## src/rtl/axi4lite_master.sv

```systemverilog
// axi4lite_master: single-outstanding AXI4-Lite initiator.
// Converts one cmd_valid/cmd_ready command into an AXI4-Lite read or write. The result comes back
// on a rsp_valid/rsp_ready interface. A response watchdog raises a sticky timeout_err flag when a
// transaction takes too long, but it never abandons the bus transaction.
// Ports:
//   M_AXI_clk, M_AXI_rst        clock, asynchronous active-high reset
//   cmd_*                       command in (is_wr, addr, wdata, wstrb)
//   rsp_*                       response out (is_wr, rdata, resp)
//   timeout_clr / timeout_err   watchdog clear / sticky flag
//   M_AXI_*                     AXI4-Lite master channels AW, W, B, AR, R
module axi4lite_master #(
    parameter int unsigned C_M_AXI_DATA_WIDTH = 32,
    parameter int unsigned C_M_AXI_ADDR_WIDTH = 32,
    parameter logic [3:0]  C_AXI_CACHE        = 4'b0011,
    parameter logic [2:0]  C_AXI_PROT         = 3'b000,
    parameter int unsigned TIMEOUT_CYCLES     = 1024
) (
    input  logic                              M_AXI_clk,
    input  logic                              M_AXI_rst,
    input  logic                              cmd_valid,
    output logic                              cmd_ready,
    input  logic                              cmd_is_wr,
    input  logic [C_M_AXI_ADDR_WIDTH-1:0]     cmd_addr,
    input  logic [C_M_AXI_DATA_WIDTH-1:0]     cmd_wdata,
    input  logic [C_M_AXI_DATA_WIDTH/8-1:0]   cmd_wstrb,
    output logic                              rsp_valid,
    input  logic                              rsp_ready,
    output logic                              rsp_is_wr,
    output logic [C_M_AXI_DATA_WIDTH-1:0]     rsp_rdata,
    output logic [1:0]                        rsp_resp,
    input  logic                              timeout_clr,
    output logic                              timeout_err,
    output logic [C_M_AXI_ADDR_WIDTH-1:0]     M_AXI_AWADDR,
    output logic [3:0]                        M_AXI_AWCACHE,
    output logic [2:0]                        M_AXI_AWPROT,
    output logic                              M_AXI_AWVALID,
    input  logic                              M_AXI_AWREADY,
    output logic [C_M_AXI_DATA_WIDTH-1:0]     M_AXI_WDATA,
    output logic [C_M_AXI_DATA_WIDTH/8-1:0]   M_AXI_WSTRB,
    output logic                              M_AXI_WVALID,
    input  logic                              M_AXI_WREADY,
    input  logic [1:0]                        M_AXI_BRESP,
    input  logic                              M_AXI_BVALID,
    output logic                              M_AXI_BREADY,
    output logic [C_M_AXI_ADDR_WIDTH-1:0]     M_AXI_ARADDR,
    output logic [3:0]                        M_AXI_ARCACHE,
    output logic [2:0]                        M_AXI_ARPROT,
    output logic                              M_AXI_ARVALID,
    input  logic                              M_AXI_ARREADY,
    input  logic [C_M_AXI_DATA_WIDTH-1:0]     M_AXI_RDATA,
    input  logic [1:0]                        M_AXI_RRESP,
    input  logic                              M_AXI_RVALID,
    output logic                              M_AXI_RREADY
);

    // Watchdog counter is just wide enough to hold TIMEOUT_CYCLES; it saturates there.
    localparam int unsigned CntW = (TIMEOUT_CYCLES > 0) ? $clog2(TIMEOUT_CYCLES + 1) : 1;
    localparam logic [CntW-1:0] CntLimit = CntW'(TIMEOUT_CYCLES);

    typedef enum logic [2:0] {
        StIdle,
        StWrReq,
        StWrResp,
        StRdReq,
        StRdResp,
        StRsp
    } state_e;

    state_e                              state_q;
    logic [C_M_AXI_ADDR_WIDTH-1:0]       addr_q;
    logic [C_M_AXI_DATA_WIDTH-1:0]       wdata_q;
    logic [C_M_AXI_DATA_WIDTH/8-1:0]     wstrb_q;
    logic                                aw_done_q;
    logic                                w_done_q;
    logic [CntW-1:0]                     wd_cnt_q;

    logic aw_hs;
    logic w_hs;
    logic busy;

    assign cmd_ready = (state_q == StIdle);
    assign aw_hs     = M_AXI_AWVALID && M_AXI_AWREADY;
    assign w_hs      = M_AXI_WVALID && M_AXI_WREADY;
    assign busy      = (state_q == StWrReq) || (state_q == StWrResp) ||
                       (state_q == StRdReq) || (state_q == StRdResp);

    // Address and data come straight from the command latch, so they cannot move while VALID is up.
    assign M_AXI_AWADDR  = addr_q;
    assign M_AXI_ARADDR  = addr_q;
    assign M_AXI_WDATA   = wdata_q;
    assign M_AXI_WSTRB   = wstrb_q;
    assign M_AXI_AWCACHE = C_AXI_CACHE;
    assign M_AXI_ARCACHE = C_AXI_CACHE;
    assign M_AXI_AWPROT  = C_AXI_PROT;
    assign M_AXI_ARPROT  = C_AXI_PROT;

    always_ff @(posedge M_AXI_clk or posedge M_AXI_rst) begin
        if (M_AXI_rst) begin
            state_q       <= StIdle;
            addr_q        <= '0;
            wdata_q       <= '0;
            wstrb_q       <= '0;
            aw_done_q     <= 1'b0;
            w_done_q      <= 1'b0;
            wd_cnt_q      <= '0;
            M_AXI_AWVALID <= 1'b0;
            M_AXI_WVALID  <= 1'b0;
            M_AXI_BREADY  <= 1'b0;
            M_AXI_ARVALID <= 1'b0;
            M_AXI_RREADY  <= 1'b0;
            rsp_valid     <= 1'b0;
            rsp_is_wr     <= 1'b0;
            rsp_rdata     <= '0;
            rsp_resp      <= 2'b00;
            timeout_err   <= 1'b0;
        end else begin
            if (timeout_clr) begin
                timeout_err <= 1'b0;
            end

            case (state_q)
                StIdle: begin
                    if (cmd_valid) begin
                        addr_q    <= cmd_addr;
                        wdata_q   <= cmd_wdata;
                        wstrb_q   <= cmd_wstrb;
                        aw_done_q <= 1'b0;
                        w_done_q  <= 1'b0;
                        wd_cnt_q  <= '0;
                        if (cmd_is_wr) begin
                            M_AXI_AWVALID <= 1'b1;
                            M_AXI_WVALID  <= 1'b1;
                            state_q       <= StWrReq;
                        end else begin
                            M_AXI_ARVALID <= 1'b1;
                            state_q       <= StRdReq;
                        end
                    end
                end
                StWrReq: begin
                    if (aw_hs) begin
                        M_AXI_AWVALID <= 1'b0;
                        aw_done_q     <= 1'b1;
                    end
                    if (w_hs) begin
                        M_AXI_WVALID <= 1'b0;
                        w_done_q     <= 1'b1;
                    end
                    // Either channel may finish on this edge or an earlier one.
                    if ((aw_done_q || aw_hs) && (w_done_q || w_hs)) begin
                        M_AXI_BREADY <= 1'b1;
                        state_q      <= StWrResp;
                    end
                end
                StWrResp: begin
                    if (M_AXI_BVALID && M_AXI_BREADY) begin
                        M_AXI_BREADY <= 1'b0;
                        rsp_resp     <= M_AXI_BRESP;
                        rsp_rdata    <= '0;
                        rsp_is_wr    <= 1'b1;
                        rsp_valid    <= 1'b1;
                        state_q      <= StRsp;
                    end
                end
                StRdReq: begin
                    if (M_AXI_ARREADY) begin
                        M_AXI_ARVALID <= 1'b0;
                        M_AXI_RREADY  <= 1'b1;
                        state_q       <= StRdResp;
                    end
                end
                StRdResp: begin
                    if (M_AXI_RVALID && M_AXI_RREADY) begin
                        M_AXI_RREADY <= 1'b0;
                        rsp_rdata    <= M_AXI_RDATA;
                        rsp_resp     <= M_AXI_RRESP;
                        rsp_is_wr    <= 1'b0;
                        rsp_valid    <= 1'b1;
                        state_q      <= StRsp;
                    end
                end
                StRsp: begin
                    if (rsp_ready) begin
                        rsp_valid <= 1'b0;
                        state_q   <= StIdle;
                    end
                end
                default: state_q <= StIdle;
            endcase

            // Watchdog: placed after the clear so a coincident expiry wins.
            if ((TIMEOUT_CYCLES != 0) && busy) begin
                if (wd_cnt_q != CntLimit) begin
                    wd_cnt_q <= wd_cnt_q + CntW'(1);
                end
                if (wd_cnt_q + CntW'(1) == CntLimit) begin
                    timeout_err <= 1'b1;
                end
            end
        end
    end

endmodule

```

## config.mk

```make
export PLATFORM = sky130hd
export DESIGN_NAME = axi4lite_master
export DESIGN_NICKNAME = d
export VERILOG_FILES = /design/src/rtl/axi4lite_master.sv
export SDC_FILE = /design/constraint.sdc
export NUM_CORES = 1
export LEC_CHECK = 0
export BUFFER_PORTS_ARGS = -buffer_cell sky130_fd_sc_hd__buf_2
export CAP_MARGIN = 20
export CORE_MARGIN = 4
export CORE_UTILIZATION = 50
export DETAILED_ROUTE_END_ITERATION = 10
export PLACE_DENSITY = 0.86
export SYNTH_ARGS = -nofsm -noshare
export SYNTH_HDL_FRONTEND = slang
export SYNTH_SLANG_ARGS = --single-unit
export TNS_END_PERCENT = 50
```

## constraint.sdc

```tcl
create_clock -name M_AXI_clk -period 4.97 [get_ports M_AXI_clk]
set_input_delay 0 -clock M_AXI_clk [delete_from_list [all_inputs] [get_ports M_AXI_clk]]
set_output_delay 0 -clock M_AXI_clk [all_outputs]
set_load 0.01 [all_outputs]
```

==> impl_metrics.json <==
{
  "outcome": "completed",
  "cp-start-kind": "flop",
  "relSlewSlack_pct": 53.54,
  "comb_power_share_pct": 40.4,
  "p_int_mw": 3.187,
  "ys_ff_latch": 126,
  "crit_top_cell": "nor2_1",
  "p_per_area_mw_per_mm2": 610.3,
  "critical_path_buf_inv_count": 3,
  "grt_remaining_overflow": 0,
  "cp_slowest_cell": "dlygate4sd3_1",
  "fin_tns_setup_ps": 0,
  "grt_max_degree": 82,
  "synth_mux_area_share_pct": 0.7386,
  "ios": 272,
  "cts-root-buf": "clkbuf_8",
  "setup_viol": 0,
  "synth_compound_area_share_pct": 10.38,
  "cts_max_level": 4,
  "dpl_worst_slack_ps": 2523,
  "skew_ps": 12.65,
  "start_util_pct": 51.34,
  "drive_gt1_share_pct": 33.26,
  "synth_simple_gate_area_share_pct": 21.20,
  "antenna_found_initial": 0,
  "grt_usage_pct": 27.71,
  "r2r-start": "state_q[0]",
  "crit_path_max_fanout": 41,
  "finalMaxSlewViolations": 0,
  "die_w_um": 113.7,
  "dp_hpwl_um": 10350,
  "cp-startpoint": "state_q[0]",
  "clk_path_buf_depth": 2,
  "ir_drop_uv": 384.3,
  "grt_pass1_wl_um": 28210,
  "synthArstFlopShare_pct": 100.0,
  "r2r-end": "M_AXI_WVALID",
  "ff2ff_path_depth": 8,
  "insertion_delay_ps": 490,
  "yosysSeqAreaShare_pct": 56.40,
  "fmax_mhz": 329.2,
  "syn-mean-instance-area_um2": 9.689,
  "synth.top_cell.area_share_pct": 56.40,
  "dr_wl_met3_um": 1648,
  "dr.pass1.iters": 5,
  "switching_share_pct": 38.80,
  "worst_pin_slew_ps": 694.5,
  "synth-adder-area-share_pct": 0.4476,
  "ys_top_cells_by_area": "dfrtp_1 56%, nand2_1 15%, buf_4 6.4%",
  "cts_resized": 0,
  "synth_xor_area_share_pct": 1.097,
  "seq_area_mm2": 0.003153,
  "synth_warnings": 0,
  "multi_input_area_mm2": 0.001949,
  "setup_ws_ps": 1932,
  "wl_met2_um": 9486,
  "netlist_area_mm2": 0.005590,
  "area_delta_synth_final_pct": 52.64,
  "nFillCells": 653,
  "crit_end": "M_AXI_WVALID",
  "clk_pin_slew_ps": 60,
  "dieArea_mm2": 0.01294,
  "cpLargestDelayFamily": "simple AND/OR/NAND/NOR gates",
  "highest_layer": "met4",
  "synth_edf_count": 0,
  "synthesis.instances": 577,
  "cts_tree": "yes",
  "cts.sinks": 126,
  "cpPeakStageDelay_ps": 560,
  "cp_data_required_time_ps": 5400,
  "synth_flop_cell": "dfrtp_1",
  "place_congestion": 0.8605,
  "synth.distinct_cells": 48,
  "synth_top_area_cell": "dfrtp_1",
  "rsz0062_at_grt": "no",
  "clkPwrFrac_pct": 24.6,
  "synth_top_family_by_area": "simple AND/OR/NAND/NOR gates",
  "dr.first_iter.drc_count": 549,
  "grt_pass1_vias": 5690,
  "crit_chain": "or3_4 -> inv_2 -> nand2_2 -> buf_4 -> nor2_1 -> nor2_1 -> o21ai_0 -> dlygate4sd3_1",
  "critical_path_arrival_ps": 3470,
  "crit_cells": 8,
  "hp-class": "primary input to flop",
  "end_kind": "flop",
  "avgRoutedWirePerCell_um": 17.20,
  "viasPerCell": 5.131,
  "final_util_pct": 78.37,
  "num-nets-final": 1036,
  "cts_buffers": 17,
  "leakagePower_nw": 4.605,
  "period_share_pct": 61.12,
  "worstSetupPathType": "flop to flop",
  "seqPwrFrac_pct": 35.0,
  "totalWireLength_um": 18450,
  "vias": 5506,
  "port_buffers": 257,
  "drv_cap": 0,
  "die_y_um": 113.7,
  "drc": 0,
  "ant_nets": 0,
  "num_rows": 38,
  "fin_crit_ps": 3038,
  "r2r_slack_ps": 1930,
  "power.switching_mw": 2.021,
  "hold_viol": 0,
  "wl_met1_um": 6800,
  "core_area_mm2": 0.01089
}
## metal layers
layer  track usage (%)  vias up
li1                  -     2507
met1             31.84     2613
met2             48.96      342
met3             7.215       44
met4             11.54        0
met5                 0        -
## worst min path at each step
stage	start	endpoint	slack (ps)	depth (start not counted)
after floorplan	timeout_clr	timeout_err	100	1
after global placement	cmd_addr[24]	M_AXI_ARADDR[24]	190	3
after detailed placement	cmd_wdata[31]	M_AXI_WDATA[31]	190	3
after CTS	cmd_wstrb[1]	M_AXI_WSTRB[1]	210	4
after global routing	cmd_addr[1]	M_AXI_ARADDR[1]	220	4
final	cmd_addr[29]	M_AXI_ARADDR[29]	240	4
## what timing repair did
action | CTS | global route
buffers inserted | 0 | 0
hold endpoints to repair | 194 | 6
hold buffers | 121 | 1
## state kept, by name, summed over array words and instances, names as in the netlist
register,flops
state_q,3
M_AXI_WDATA,32
rsp_is_wr,1
M_AXI_WVALID,1
M_AXI_AWVALID,1
M_AXI_WSTRB,4
w_done_q,1
M_AXI_ARVALID,1
timeout_err,1
wd_cnt_q,11
M_AXI_ARADDR,32
M_AXI_RREADY,1
rsp_resp,2
aw_done_q,1
rsp_valid,1
rsp_rdata,32
M_AXI_BREADY,1
## cells in the mapped netlist, drive strengths merged, types with 2 or more instances
cell type	count
nor2	15
a21oi	8
nor3b	6
nand2b	2
buf	70
inv	7
conb	2
ha	2
a21o	3
or3	2
nand2	228
a22o	37
xor2	3
nand3	7
o21ai	23
nor3	3
clkbuf	4
nor4	4
and3	3
and2	2
xnor2	4
dfrtp	126
a31oi	2
mux2i	3
## cells by family after synthesis
group	after synthesis
adder cells (fa/ha/maj)	2
flip-flops	126
AO/OA/AOI/OAI	79
multiplexers	4
AND/OR/NAND/NOR	276
buffers and inverters	81
XOR/XNOR	7
other	2
## through the flow
stage	cell area (um^2)	power, mW	std cells	hold WS [ps]
6_report	8533	5.208	1073	236.2
5_1_grt	8531	5.534	1072	224.2
4_1_cts	8438	5.086	1068	205.1
3_5_place_dp	6615	3.690	915	191.5
3_3_place_gp	6615	3.620	915	190.1
2_1_floorplan	5635	3.104	589	103.0
## cell usage in the layout, fill, tap and decap left out, types with 3 or more instances in the layout
master | synthesis | routed
nor4_1 | 3 | 3
buf_16 | 0 | 3
clkinvlp_4 | 0 | 4
nor2_1 | 15 | 15
o21ai_0 | 21 | 21
nor3b_1 | 3 | 3
a21o_1 | 3 | 3
xor2_1 | 3 | 3
xnor2_1 | 4 | 4
buf_4 | 48 | 3
bufinv_16 | 0 | 4
nand3_1 | 5 | 5
mux2i_1 | 3 | 3
and3_1 | 3 | 3
clkinv_4 | 0 | 3
conb_1 | 2 | 14
a21oi_1 | 8 | 8
buf_2 | 18 | 257
a22o_1 | 37 | 37
dlygate4sd3_1 | 0 | 122
nand2_1 | 227 | 226
inv_1 | 6 | 5
dfrtp_1 | 126 | 126
clkbuf_16 | 0 | 16
## cell type report
cell class / instances / share of cell area [%]
Timing Repair Buffer: 385 / 30.62
Clock buffer: 19 / 4.941
Tap cell: 140 / 2.053
Inverter: 7 / 0.3372
Clock inverter: 13 / 2.229
Sequential cell: 126 / 36.95
Multi-Input combinational cell: 382 / 22.84
Antenna cell: 1 / 0.02933
## worst reg2reg max path, cell delays in order, from the launching register on
cell and delay (ps):
dfrtp_1 550, or3_4 480, inv_2 80, nand2_2 390
buf_4 470, nor2_1 220, nor2_1 60, o21ai_0 150
dlygate4sd3_1 560
## power by group through the flow
| stage | Combinational [mW] | Sequential (mW) | Clock (mW) |
|---|---|---|---|
| finish | 2.11 | 1.82 | 1.28 |
| CTS | 2.00 | 1.79 | 1.29 |
| detailed placement | 1.90 | 1.80 | 0 |
| floorplan | 1.19 | 1.92 | 0 |
| global placement | 1.84 | 1.78 | 0 |
| global route | 2.31 | 1.88 | 1.34 |
No activity file was read; power rests on OpenSTA's default activity.
